==> config.mk <==
export PLATFORM = sky130hd
export DESIGN_NAME = mem_stage
export DESIGN_NICKNAME = d
export VERILOG_FILES = /design/src/rtl/mem_stage.sv
export SDC_FILE = /design/constraint.sdc
export NUM_CORES = 1
export LEC_CHECK = 0
export ABC_AREA = 0
export CAP_MARGIN = 20
export CORE_ASPECT_RATIO = 0.6
export CORE_MARGIN = 2
export CORE_UTILIZATION = 50
export DETAILED_ROUTE_END_ITERATION = 16
export DONT_BUFFER_PORTS = 1
export GPL_TIMING_DRIVEN = 0
export PLACE_DENSITY_LB_ADDON = 0.3
export REMOVE_ABC_BUFFERS = 1
export SETUP_SLACK_MARGIN = 0.05
export SLEW_MARGIN = 20
export SYNTH_ARGS = -nofsm -noshare
export SYNTH_HDL_FRONTEND = slang
export SYNTH_SLANG_ARGS = --single-unit
==> constraint.sdc <==
create_clock -name clk -period 4.6 [get_ports clk]
set_clock_uncertainty 0.1 [all_clocks]
set_input_delay 0.69 -clock clk [delete_from_list [all_inputs] [get_ports clk]]
set_output_delay 0.69 -clock clk [all_outputs]
set_load 0.01 [all_outputs]
==> src/rtl/mem_stage.sv <==
// Memory-access stage: drives one data-memory transaction per load/store, aligns
// and extends load data, traps misaligned/illegal accesses, and emits one write-back record.
module mem_stage (
    input  logic        clk,
    input  logic        rst,
    input  logic        in_valid,
    output logic        in_ready,
    input  logic [31:0] in_alu_result,
    input  logic [31:0] in_store_data,
    input  logic [2:0]  in_funct3,
    input  logic        in_is_load,
    input  logic        in_is_store,
    input  logic [4:0]  in_rd,
    input  logic        in_rd_we,
    output logic        dmem_req,
    output logic        dmem_we,
    output logic [31:0] dmem_addr,
    output logic [31:0] dmem_wdata,
    output logic [3:0]  dmem_be,
    input  logic        dmem_ready,
    input  logic [31:0] dmem_rdata,
    output logic        wb_valid,
    output logic        wb_we,
    output logic [4:0]  wb_rd,
    output logic [31:0] wb_data,
    output logic [1:0]  wb_exc
);

    localparam int unsigned XLEN = 32;

    localparam logic [1:0] EXC_NONE     = 2'b00;
    localparam logic [1:0] EXC_LD_ALIGN = 2'b01;
    localparam logic [1:0] EXC_ST_ALIGN = 2'b10;
    localparam logic [1:0] EXC_FUNCT3   = 2'b11;

    localparam logic [2:0] F3_B  = 3'b000;
    localparam logic [2:0] F3_H  = 3'b001;
    localparam logic [2:0] F3_BU = 3'b100;
    localparam logic [2:0] F3_HU = 3'b101;

    typedef enum logic [1:0] {
        IDLE = 2'd0,
        MEM  = 2'd1,
        RESP = 2'd2
    } state_t;

    state_t state, nxt_state;

    logic            nxt_dmem_req, nxt_dmem_we;
    logic [XLEN-1:0] nxt_dmem_addr, nxt_dmem_wdata;
    logic [3:0]      nxt_dmem_be;
    logic            nxt_wb_valid, nxt_wb_we;
    logic [4:0]      nxt_wb_rd;
    logic [XLEN-1:0] nxt_wb_data;
    logic [1:0]      nxt_wb_exc;

    // Attributes of the in-flight memory op, needed when the response returns
    logic [2:0] op_f3, nxt_op_f3;
    logic [1:0] op_off, nxt_op_off;
    logic       op_load, nxt_op_load;
    logic [4:0] op_rd, nxt_op_rd;

    logic            is_mem, f3_illegal, misaligned;
    logic [XLEN-1:0] st_wdata;
    logic [3:0]      st_be;
    logic [XLEN-1:0] rd_shifted;
    logic [7:0]      rd_byte;
    logic [15:0]     rd_half;
    logic [XLEN-1:0] ld_data;

    assign in_ready = (state == IDLE);

    // Accept-time decode of the incoming instruction
    always_comb begin
        is_mem     = in_is_load | in_is_store;
        f3_illegal = is_mem && ((in_funct3 == 3'b011) || (in_funct3[2:1] == 2'b11) ||
                                (in_is_store && in_funct3[2]));
        misaligned = is_mem && (((in_funct3[1:0] == 2'b01) && in_alu_result[0]) ||
                                ((in_funct3[1:0] == 2'b10) && (in_alu_result[1:0] != 2'b00)));
        case (in_funct3[1:0])
            2'b00: begin
                st_wdata = {4{in_store_data[7:0]}};
                st_be    = 4'b0001 << in_alu_result[1:0];
            end
            2'b01: begin
                st_wdata = {2{in_store_data[15:0]}};
                st_be    = in_alu_result[1] ? 4'b1100 : 4'b0011;
            end
            default: begin
                st_wdata = in_store_data;
                st_be    = 4'b1111;
            end
        endcase
    end

    // Load lane selection and extension
    always_comb begin
        rd_shifted = dmem_rdata >> 5'({op_off, 3'b000});
        rd_byte    = rd_shifted[7:0];
        rd_half    = op_off[1] ? dmem_rdata[31:16] : dmem_rdata[15:0];
        case (op_f3)
            F3_B:    ld_data = {{24{rd_byte[7]}}, rd_byte};
            F3_BU:   ld_data = {24'd0, rd_byte};
            F3_H:    ld_data = {{16{rd_half[15]}}, rd_half};
            F3_HU:   ld_data = {16'd0, rd_half};
            default: ld_data = dmem_rdata;
        endcase
    end

    // Next-state and next-output logic
    always_comb begin
        nxt_state      = state;
        nxt_dmem_req   = dmem_req;
        nxt_dmem_we    = dmem_we;
        nxt_dmem_addr  = dmem_addr;
        nxt_dmem_wdata = dmem_wdata;
        nxt_dmem_be    = dmem_be;
        nxt_wb_valid   = 1'b0;
        nxt_wb_we      = wb_we;
        nxt_wb_rd      = wb_rd;
        nxt_wb_data    = wb_data;
        nxt_wb_exc     = wb_exc;
        nxt_op_f3      = op_f3;
        nxt_op_off     = op_off;
        nxt_op_load    = op_load;
        nxt_op_rd      = op_rd;

        case (state)
            IDLE: begin
                if (in_valid) begin
                    if (!is_mem) begin
                        nxt_state    = RESP;
                        nxt_wb_valid = 1'b1;
                        nxt_wb_we    = in_rd_we && (in_rd != 5'd0);
                        nxt_wb_rd    = in_rd;
                        nxt_wb_data  = in_alu_result;
                        nxt_wb_exc   = EXC_NONE;
                    end else if (f3_illegal || misaligned) begin
                        nxt_state    = RESP;
                        nxt_wb_valid = 1'b1;
                        nxt_wb_we    = 1'b0;
                        nxt_wb_rd    = in_rd;
                        nxt_wb_data  = '0;
                        if (f3_illegal)
                            nxt_wb_exc = EXC_FUNCT3;
                        else
                            nxt_wb_exc = in_is_load ? EXC_LD_ALIGN : EXC_ST_ALIGN;
                    end else begin
                        nxt_state      = MEM;
                        nxt_dmem_req   = 1'b1;
                        nxt_dmem_we    = in_is_store;
                        nxt_dmem_addr  = {in_alu_result[31:2], 2'b00};
                        nxt_dmem_wdata = in_is_store ? st_wdata : '0;
                        nxt_dmem_be    = in_is_store ? st_be : 4'b1111;
                        nxt_op_f3      = in_funct3;
                        nxt_op_off     = in_alu_result[1:0];
                        nxt_op_load    = in_is_load;
                        nxt_op_rd      = in_rd;
                    end
                end
            end
            MEM: begin
                if (dmem_ready) begin
                    nxt_state    = RESP;
                    nxt_dmem_req = 1'b0;
                    nxt_wb_valid = 1'b1;
                    nxt_wb_rd    = op_rd;
                    nxt_wb_exc   = EXC_NONE;
                    nxt_wb_we    = op_load && (op_rd != 5'd0);
                    nxt_wb_data  = op_load ? ld_data : '0;
                end
            end
            RESP: begin
                nxt_state = IDLE;
            end
            default: begin
                nxt_state = IDLE;
            end
        endcase
    end

    // State and output registers
    always_ff @(posedge clk) begin
        if (rst) begin
            state      <= IDLE;
            dmem_req   <= 1'b0;
            dmem_we    <= 1'b0;
            dmem_addr  <= '0;
            dmem_wdata <= '0;
            dmem_be    <= '0;
            wb_valid   <= 1'b0;
            wb_we      <= 1'b0;
            wb_rd      <= '0;
            wb_data    <= '0;
            wb_exc     <= '0;
            op_f3      <= '0;
            op_off     <= '0;
            op_load    <= 1'b0;
            op_rd      <= '0;
        end else begin
            state      <= nxt_state;
            dmem_req   <= nxt_dmem_req;
            dmem_we    <= nxt_dmem_we;
            dmem_addr  <= nxt_dmem_addr;
            dmem_wdata <= nxt_dmem_wdata;
            dmem_be    <= nxt_dmem_be;
            wb_valid   <= nxt_wb_valid;
            wb_we      <= nxt_wb_we;
            wb_rd      <= nxt_wb_rd;
            wb_data    <= nxt_wb_data;
            wb_exc     <= nxt_wb_exc;
            op_f3      <= nxt_op_f3;
            op_off     <= nxt_op_off;
            op_load    <= nxt_op_load;
            op_rd      <= nxt_op_rd;
        end
    end

endmodule

After elaboration in Yosys (flattened, before gate mapping)
Cells that the tools add are included.

Flip-flop bits (word level): 122. Output and inout bits: 112. Word-level logic and storage cells: 99. Input port bits: 111.

Reductions and logical operators: 22. Shifts and indexed selects: 2. Equality and inequality tests: 13. Multiplexer cells: 45. Bitwise logic cells: 2.

Operators with widths (number): 2-to-1 mux 32 bit (6); one-hot mux 32 bit (2 select lines) (2); one-hot mux 32 bit (4 select lines) (1); >> shifter 32 x 5 -> 8 bit (1); 2-to-1 mux 2 bit (10); 2-to-1 mux 5 bit (4); 2-to-1 mux 16 bit (1); 2-to-1 mux 1 bit (12); one-hot mux 5 bit (2 select lines) (1); nonzero test 5 bit (2); 2-to-1 mux 4 bit (2); one-hot mux 2 bit (2 select lines) (2); one-hot mux 4 bit (2 select lines) (1); AND reduction 4 bit (2); logical AND 1 bit (7); == test 3 bit, second input constant (2); != test 2 bit, second input constant (3); one-hot mux 1 bit (2 select lines) (3); AND reduction 5 bit (1); == test 2 x 1 -> 1 bit, second input constant (2); == test 2 bit, second input constant (2); zero test 2 bit (2); logical OR 1 bit (4); nonzero test 2 bit (2); 9 further kinds (9).

Longest topological paths before layout
Gate-level depths: netlist of run 1.

Word-level depth: 9. Mapped depth: 9. Gate-level depth less buffers: 5.

Least setup slack after synthesis of run 1
OpenSTA, ideal clock, no wires.

Kind: input-to-reg. From: in in_funct3[0]. To: reg dmem_we. Cell stages on the path: 9. Data arrival time: 2004 ps. Setup time: 130 ps. Setup slack: 2365 ps. Data required time: 4370 ps. Cell sequence: buf_2 a221oi_2 o22ai_2 or2_1 clkbuf_1 buf_2 buf_2 nand3b_1 nand2_1.

Word-level cells in the longest chain between the ends: 7. Elaborated cells on any way between the ends: 13. Classes of those cells: eq/ne: 3; bitwise: 1; reduce/logical: 9.

RTL lines: from (decl) (line 10) `input logic [2:0] in_funct3,`; == test 3 x 2 -> 1 bit, or another cell as far along (line 76) `f3_illegal = is_mem && ((in_funct3 == 3'b011) || (in_funct3[2:1] == 2'b11) ||`; logical OR 1 bit, or another cell as far along (line 76); logical OR 1 bit, on equally long branches (line 76, 78); logical AND 1 bit, on equally long branches (line 76, 78); logical OR 1 bit * (line 138) `end else if (f3_illegal || misaligned) begin`; inverter 1 bit (no line) *; AND reduction 4 bit (no line) *; to (signal assigned) (line 203) `dmem_we <= nxt_dmem_we;`; to (decl) (line 16) `output logic dmem_we,`.

Mark *: on every way between the ends. The rest lies on a longest branch, timed or not. A chain may end at the register's enable or synchronous reset.

Final worst setup path of run 1
From: reg op_off[1]. To: reg wb_data[19].

Word-level cells in the longest chain between the ends: 5. Elaborated cells on any way between the ends: 6. Classes of those cells: shift: 1; mux: 5.

RTL lines: from (decl) (line 59) `logic [1:0] op_off, nxt_op_off;`; from (signal assigned) (line 213) `op_off <= nxt_op_off;`; >> shifter 32 x 5 -> 8 bit or 2-to-1 mux 16 bit (tied branches) (line 98, 100); one-hot mux 32 bit (4 select lines) * (line 101) `case (op_f3)`; 2-to-1 mux 32 bit * (line 170) `nxt_wb_data = op_load ? ld_data : '0;`; 2-to-1 mux 32 bit * (line 163) `if (dmem_ready) begin`; one-hot mux 32 bit (2 select lines) * (line 128) `case (state)`; to (signal assigned) (line 210) `wb_data <= nxt_wb_data;`; to (decl) (line 25) `output logic [31:0] wb_data,`.

Mark *: on every way between the ends. The rest lies on a longest branch, timed or not. The select of a mux whose other input is x is not followed.

==> impl_metrics.toml, run 1 <==
[run_status]
outcome = "complete, no violations"

[floorplanning]
rows = 30
ioPinCount = 223
initial_utilization_pct = 50.79
die_w_um = 141.8
dieArea_um2 = 12300
core-area_um2 = 11220
fp.dieH_um = 86.71

[cts]
cts_hold_buf = 0
clock_latency_ns = 0.39
cts-buffers-inserted = 17
clock_sinks = 122
cts_setup_buffers = 0
clockBufferDepth = 2
clk_pin_slew_ns = 0.06
cts_max_level = 4
cts_tree = "yes"
clk_root_buffer_cell = "clkbuf_16"
ctsResizeCount = 0

[final_layout]
fill_cells = 1014
nets = 761
fin_cells = 806
final_cell_mix = "122 x dfxtp_1, 118 x nand2_1, 76 x a21oi_1"
final_common_cell = "dfxtp_1"
diodes = 0
syn2layout_area_growth_pct = 9.789
drive_gt1_share_pct = 11.78

[synth]
netlist_instances = 688
synth_xor_area_share_pct = 0
syn_area_um2 = 5700
synthAdderAreaFrac_pct = 0
yosysWarnings = 0
ys.flop_type = "dfxtp_1"
synth_top_family_by_area = "compound AO/OA/AOI/OAI gates"
ys_types = 46
ys_seq_area_share_pct = 42.84
ys_ff_latch = 122
yosys.area_share.simple_pct = 19.95
synth_async_sr_flop_share_pct = 0
muxShareOfSynthArea_pct = 8.099
synth_compound_area_share_pct = 23.29
syn_avg_cell_area_um2 = 8.286
synth_edf_count = 0

[place]
io_buffer_count = 0
gp_congestion = 0.7864
dp_slack_ns = 1.381
dp_cells = 775
dpl.hpwl_um = 11380

[critical_path]
r2r_cells = 5
reg2reg_from = "op_off[1]$_SDFFE_PP0P_"
slowest_delay_ns = 1.02
crit_path_start_kind = "flop"
crit_path_end = "wb_data[19]$_SDFFE_PP0P_"
r2r_end = "wb_data[19]$_SDFFE_PP0P_"
cpMaxStageDelayCell = "dfxtp_1"
path_buf_inv = 0
cp_data_arrival_time_ns = 3.23
crit_chain = "mux4_2 > nand2_2 > a2111oi_4 > nor2_2 > a211oi_1"
crit_path_end_kind = "flop"
path_depth = 5
cp.required_ns = 4.73
rrSetupSlack_ns = 1.49
crit_path_start = "op_off[1]$_SDFFE_PP0P_"
critPathKind = "flop to flop"
path_delay_family = "flip-flops"
critPathMaxFanout = 27

[timing]
min_period_over_period_pct = 67.51
grt_setup_unrepaired = "false"
max_freq_ghz = 0.3220
max_slew_margin_pct = 28.86
worst_pin_slew_ns = 1.066
layout_min_cycle_time_ns = 3.105
finalHoldViolations = 0
setup_viol = 0
setup_ws_ns = 1.495
finalMaxSlewViolations = 0

[global_route]
grt_max_degree = 110
grt.total_usage_pct = 26.19
grt_pass1_vias = 4868
antenna_found_initial = 0
grt_overflow_total = 0
grt_pass1_wl_um = 25410

[pwr]
peakVddDrop_mv = 0.2347
p_leak_nw = 2.092
p_per_area_nw_per_um2 = 428.5

[drt]
wl_per_cell_um = 20.41
viasPerCell = 6.228
drt_iter0_markers = 390
vias = 5020
dr.pass1.iters = 5
drt-total-wl_um = 16450
drc_errors = 0
antenna_left = 0

[min_path]
holdCritPathClass = "primary input to flop"

[flow_run]
max_cap_viol_count = 0
## routing by layer
metal	share of wire [%]	global-route usage (%)
met5	0	0
met4	1.0	7.636
met1	45	34.66
met3	10	9.669
met2	44	40.38
## synth_stat cells (2+ instances only)
| library cell | instances | area (um^2) |
|---|---|---|
| a2111oi_0 | 10 | 87.58 |
| a211oi_1 | 22 | 165.2 |
| a211oi_2 | 10 | 125.1 |
| a21oi_1 | 76 | 380.4 |
| a221oi_1 | 4 | 35.03 |
| a22oi_1 | 16 | 120.1 |
| a311oi_1 | 11 | 96.34 |
| buf_1 | 2 | 7.510 |
| buf_2 | 16 | 80.08 |
| buf_4 | 4 | 30.03 |
| buf_6 | 2 | 22.52 |
| clkbuf_1 | 37 | 138.9 |
| dfxtp_1 | 122 | 2442 |
| inv_1 | 13 | 48.80 |
| mux2_2 | 23 | 259.0 |
| mux2i_1 | 18 | 180.2 |
| nand2_1 | 118 | 442.9 |
| nand2_2 | 2 | 12.51 |
| nand2b_1 | 9 | 56.30 |
| nand3_1 | 20 | 100.1 |
| nand3b_1 | 3 | 22.52 |
| nor2_1 | 67 | 251.5 |
| nor2_2 | 2 | 12.51 |
| nor2b_1 | 11 | 68.82 |
| nor3_1 | 21 | 105.1 |
| nor4_1 | 2 | 12.51 |
| o211ai_1 | 3 | 22.52 |
| o21ai_0 | 5 | 25.02 |
| o22ai_1 | 6 | 37.54 |
| o2bb2ai_1 | 16 | 140.1 |
| or4_1 | 2 | 15.01 |
## sequential cells by signal (all words and copies together) (netlist names), 2 cells and up
| register | count |
|---|---|
| op_rd | 5 |
| op_off | 2 |
| wb_exc | 2 |
| dmem_wdata | 32 |
| wb_rd | 5 |
| dmem_be | 4 |
| wb_data | 32 |
| state | 2 |
| dmem_addr | 30 |
| op_f3 | 3 |
## worst min-delay path by stage
stage                           from                     endpoint  slack, ns  cells after the start
4_1_cts                          rst     wb_data[30]$_SDFFE_PP0P_       0.24                      1
2_1_floorplan  op_rd[3]$_SDFFE_PP0P_        op_rd[3]$_SDFFE_PP0P_       0.34                      2
3_5_place_dp   op_rd[4]$_SDFFE_PP0P_        op_rd[4]$_SDFFE_PP0P_       0.36                      2
6_report                         rst  dmem_wdata[18]$_SDFFE_PP0P_       0.27                      1
5_1_grt                          rst     wb_data[22]$_SDFFE_PP0P_       0.24                      1
3_3_place_gp   op_rd[2]$_SDFFE_PP0P_        op_rd[2]$_SDFFE_PP0P_       0.35                      2
## per-stage QoR
| stage | total power, W | instance area (um^2) | util [%] | TNS (ns) | hold WS (ns) |
|---|---|---|---|---|---|
| floorplan | 0.001392 | 5425 | - | 0 | 0.3380 |
| global placement | 0.001447 | 5605 | 49.94 | -5.583 | 0.3520 |
| detailed placement | 0.001471 | 5704 | 50.82 | 0 | 0.3590 |
| CTS | 0.002702 | 6254 | 55.72 | 0 | 0.2426 |
| global route | 0.002789 | 6259 | 55.76 | 0 | 0.2447 |
| finish | 0.002682 | 6259 | 55.76 | 0 | 0.2667 |
## report_power, final
| group | switching, W | internal (W) | leakage [nW] |
|---|---|---|---|
| Clock | 0.000450 | 0.000780 | 0.262 |
| Sequential | 0.0000783 | 0.00112 | 0.995 |
| Combinational | 0.000147 | 0.000106 | 0.836 |
## area by class of cell
cell class / instances / area, um^2 / share of cell area, %
flip-flops and latches: 122 / 2442 / 39.02
clock buffers: 24 / 481.7 / 7.697
well taps: 144 / 180.2 / 2.879
repair buffers: 3 / 70.07 / 1.120
clock inverters: 7 / 67.56 / 1.080
inverters: 13 / 48.80 / 0.7797
multi-input cells: 493 / 2968 / 47.42
## logic make-up after synthesis
group	count (synthesis)
AO/OA/AOI/OAI	187
other	1
flip-flops	122
AND/OR/NAND/NOR	262
buffers and inverters	74
multiplexers	42
(Power assumes the default switching activity.)
==> run 2: changes to the inputs <==
- clock period: 4.6 -> 2.7 ns (I/O delays scaled with it)
==> impl_metrics.toml, run 2 (synthesized netlist as in run 1, its figures left out) <==
[final_layout]
diodes = 0
fin_util_pct = 60.30
fill_cells = 959
final_cell_mix = "120 x dfxtp_1, 118 x nand2_1, 76 x a21oi_1"
final_common_cell = "dfxtp_1"
fin_cells = 853
nets = 808
syn2layout_area_growth_pct = 18.72
top_regs = "dmem_wdata x32, wb_data x32, dmem_addr x30"
drive_gt1_share_pct = 11.99

[timing]
min_period_over_period_pct = 91.53
worst_pin_slew_ns = 0.9947
grt_setup_unrepaired = "false"
setup_viol = 0
finalHoldViolations = 0
finalMaxSlewViolations = 0
max_freq_ghz = 0.4046
layout_min_cycle_time_ns = 2.471
tns_ns = 0
max_slew_margin_pct = 33.44

[cts]
clock_latency_ns = 0.39
clk_root_buffer_cell = "clkbuf_16"
cts_max_level = 4
clock_sinks = 122
clockBufferDepth = 2
cts_tree = "yes"
clk_pin_slew_ns = 0.05
cts-buffers-inserted = 17

[drt]
antenna_left = 0
vias = 5246
drt_iter0_markers = 393
drt-total-wl_um = 17770
viasPerCell = 6.150
wl_per_cell_um = 20.84
drc_errors = 0
dr.pass1.iters = 5

[pwr]
p_per_area_nw_per_um2 = 686.6
power_w = 0.004647
p_leak_nw = 2.416
peakVddDrop_mv = 0.4035

[critical_path]
rrSetupSlack_ns = 0.23
critPathMaxFanout = 59
cp_common_cell = "nand2_1"
crit_path_start_kind = "flop"
critPathKind = "flop to flop"
slowest_delay_ns = 0.58
crit_chain = "nor2_2 > nand2_1 > or2_4 > nand2_1 > a21oi_1 > dlygate4sd3_1"
cp.required_ns = 2.87
cpMaxStageDelayCell = "dlygate4sd3_1"
cp_data_arrival_time_ns = 2.64
crit_path_end_kind = "flop"

[floorplanning]
core-area_um2 = 11220
initial_utilization_pct = 50.79
die_w_um = 141.8
fp.dieH_um = 86.71
rows = 30
ioPinCount = 223
dieArea_um2 = 12300

[place]
gp_congestion = 0.7864
dpl.hpwl_um = 11380
dp_cells = 775
io_buffer_count = 0

[global_route]
grt_pass1_vias = 5187
grt.total_usage_pct = 28.22
antenna_found_initial = 0
grt_pass1_wl_um = 27190
grt_max_degree = 60
grt_overflow_total = 0

[min_path]
holdCritPathClass = "primary input to flop"

[run_status]
outcome = "complete, no violations"

[flow_run]
max_cap_viol_count = 0
run 2: area by class of cell:
class	count	area [um^2]	share of cell area, %
flip-flops and latches	122	2445	36.12
clock buffers	24	481.7	7.118
repair buffers	50	553.0	8.172
well taps	144	180.2	2.662
inverters	13	48.80	0.7210
multi-input cells	493	2992	44.20
clock inverters	7	67.56	0.9983
run 2: worst max-delay path, delay by kind of cell (launching register included):
kind	cells	cell delay [ns]
buffers and inverters	1	0.58
AO/OA/AOI/OAI	1	0.08
AND/OR/NAND/NOR	4	1.24
flip-flops	1	0.34
run 2: report_power, final:
part / switching (W) / total [W] / internal [W]
combinational: 0.000281 / 0.000496 / 0.000215
sequential: 0.000135 / 0.00204 / 0.00191
clock: 0.000779 / 0.00211 / 0.00133
total: 0.00119 / 0.00465 / 0.00345
run 2: final timing paths:
check,end,start,cells past startpoint
min,dmem_addr[26]$_SDFFE_PP0P_,in_alu_result[26],2
min reg2reg,op_rd[4]$_SDFFE_PP0P_,op_rd[4]$_SDFFE_PP0P_,2
max,dmem_addr[11]$_SDFFE_PP0P_,state[1]$_SDFFE_PP0P_,6
max reg2reg,dmem_addr[11]$_SDFFE_PP0P_,state[1]$_SDFFE_PP0P_,6
run 2: what timing repair did:
action / 4_1_cts / 5_1_grt
resized for setup: 5 / 3
pin swaps: 1 / 1
setup endpoints to repair: 47 / 86
setup buffers: 1 / 1
hold buffers: 45 / 0
endpoints found under the hold margin: 100 / 0
run 2: layer usage:
layer | GRT usage, % | vias up | share of wire [%]
met3 | 11.22 | 10 | 10
li1 | - | 2456 | -
met5 | 0 | - | 0
met1 | 36.64 | 2554 | 44
met4 | 8.636 | 0 | 0.49
met2 | 43.56 | 226 | 45
run 2: per-stage QoR:
step                      hold slack, ns  worst slack (ns)  instance area [um^2]
after floorplan                   0.3380           -0.6000                  5425
after CTS                        0.02812           0.04711                  6751
after global routing             0.03608           0.07202                  6768
final                            0.04286            0.2286                  6768
after global placement            0.3520            -1.968                  5605
after detailed placement          0.3590           -0.3971                  5704
==> run 3: changes to the inputs <==
- HOLD_SLACK_MARGIN: unset -> 0.08
==> impl_metrics.toml, run 3 (synthesized netlist as in run 1, its figures left out) <==
[pwr]
seq_power_share_pct = 43.8
peakVddDrop_mv = 0.4020
swShare_pct = 25.63
p_per_area_nw_per_um2 = 668.6
p_int_w = 0.003470
power.switching_w = 0.001196
p_leak_nw = 2.516
comb_power_share_pct = 11.1
pwr-share-clk_pct = 45.1

[timing]
worst_pin_slew_ns = 0.9629
setup_viol = 0
finalHoldViolations = 0
max_freq_ghz = 0.4042
grt_setup_unrepaired = "false"
min_period_over_period_pct = 91.63
tns_ns = 0
finalMaxSlewViolations = 0
setup_ws_ns = 0.2261
hold_slack_ns = 0.1067
layout_min_cycle_time_ns = 2.474
max_slew_margin_pct = 35.57

[global_route]
grt_pass1_wl_um = 27430
grt_overflow_total = 0
grt_pass1_vias = 5312
antenna_found_initial = 0
grt.total_usage_pct = 28.47
grt_max_degree = 60

[final_layout]
fill_cells = 941
syn2layout_area_growth_pct = 22.41
top_regs = "dmem_wdata x32, wb_data x32, dmem_addr x30"
final_common_cell = "dfxtp_1"
final_cell_mix = "120 x dfxtp_1, 118 x nand2_1, 76 x a21oi_1"
fin_cells = 874
diodes = 0
drive_gt1_share_pct = 11.64
nets = 829

[floorplanning]
die_w_um = 141.8
core-area_um2 = 11220
fp.dieH_um = 86.71
ioPinCount = 223
dieArea_um2 = 12300
rows = 30
initial_utilization_pct = 50.79

[critical_path]
rrSetupSlack_ns = 0.23
reg2reg_from = "state[1]$_SDFFE_PP0P_"
cp_data_arrival_time_ns = 2.70
cp.required_ns = 2.93
r2r_end = "dmem_be[1]$_SDFFE_PP0P_"
r2r_cells = 8
critPathKind = "flop to flop"
crit_path_end_kind = "flop"
critPathMaxFanout = 32
crit_path_start_kind = "flop"

[drt]
drt-total-wl_um = 17960
drt_iter0_markers = 337
dr.pass1.iters = 5
viasPerCell = 6.112
drc_errors = 0
antenna_left = 0
wl_per_cell_um = 20.55
vias = 5342

[place]
dp_cells = 775
gp_congestion = 0.7864
dp_slack_ns = -0.3971
io_buffer_count = 0
dpl.hpwl_um = 11380

[cts]
clock_latency_ns = 0.39
clockBufferDepth = 2
cts-buffers-inserted = 17
clk_root_buffer_cell = "clkbuf_16"
clock_sinks = 122
cts_max_level = 4
cts_tree = "yes"
clk_pin_slew_ns = 0.05

[run_status]
outcome = "complete, no violations"

[flow_run]
max_cap_viol_count = 0

[min_path]
min-delay-start = "dmem_ready"
holdCritPathClass = "primary input to flop"
hold_path_depth = 3
hold_end = "state[0]$_SDFFE_PP0P_"
[run 3: repair_timing]
action | 4_1_cts | 5_1_grt
resized for setup | 5 | 3
endpoints found under the hold margin | 103 | 0
hold buffers | 66 | 0
pin swaps | 1 | 1
endpoints found under the setup margin | 47 | 89
setup buffers | 1 | 1
[run 3: how the worst max path moves through the flow]
stage                                       from                          end  cells past startpoint
final                      state[1]$_SDFFE_PP0P_      dmem_be[1]$_SDFFE_PP0P_                      8
after global routing       state[0]$_SDFFE_PP0P_      wb_data[5]$_SDFFE_PP0P_                      5
after detailed placement  op_off[1]$_SDFFE_PP0P_     wb_data[19]$_SDFFE_PP0P_                      5
after CTS                  state[0]$_SDFFE_PP0P_      wb_data[5]$_SDFFE_PP0P_                      5
after floorplan                 in_alu_result[1]  dmem_wdata[10]$_SDFFE_PP0P_                      5
after global placement          in_alu_result[1]  dmem_wdata[29]$_SDFFE_PP0P_                      5
[run 3: final cells by class]
cell class	count	area (um^2)	share of cell area, %
sequential	122	2445	35.04
tap	144	180.2	2.582
timing repair buffer	71	763.2	10.94
clock inverter	7	67.56	0.9683
clock buffer	24	481.7	6.903
inverter	13	48.80	0.6993
multi-input combinational	493	2992	42.87
[run 3: through the flow]
stage	total power, W	cell area, um^2	util, %
2_1_floorplan	0.002372	5425	-
3_3_place_gp	0.002465	5605	49.94
3_5_place_dp	0.002506	5704	50.82
4_1_cts	0.004682	6962	62.03
5_1_grt	0.004841	6978	62.17
6_report	0.004666	6978	62.17
[run 3: routing by layer]
metal  routed length (um)  vias to the layer above  GRT usage [%]
li1                     -                     2499              -
met1                 8179                     2603          36.73
met2                 8072                      221          45.32
met3                 1556                       19          10.06
met4                  152                        0          8.636
met5                    0                        -              0
[run 3: critical path, cell delays in order, from the launching register on]
cell and delay, ns:
dfxtp_1 0.34, nor2_2 0.32, nand2_1 0.21, nor2_4 0.19
buf_16 0.18, buf_16 0.19, nor2_1 0.07, a311oi_1 0.22
dlygate4sd3_1 0.59
[run 3: power groups by stage]
stage          registers (W)  logic, W  clock network [W]
2_1_floorplan        0.00205  0.000326                  0
3_3_place_gp         0.00207  0.000392                  0
3_5_place_dp         0.00208  0.000429                  0
4_1_cts              0.00204  0.000509            0.00213
5_1_grt              0.00205  0.000569            0.00222
6_report             0.00204  0.000518            0.00211
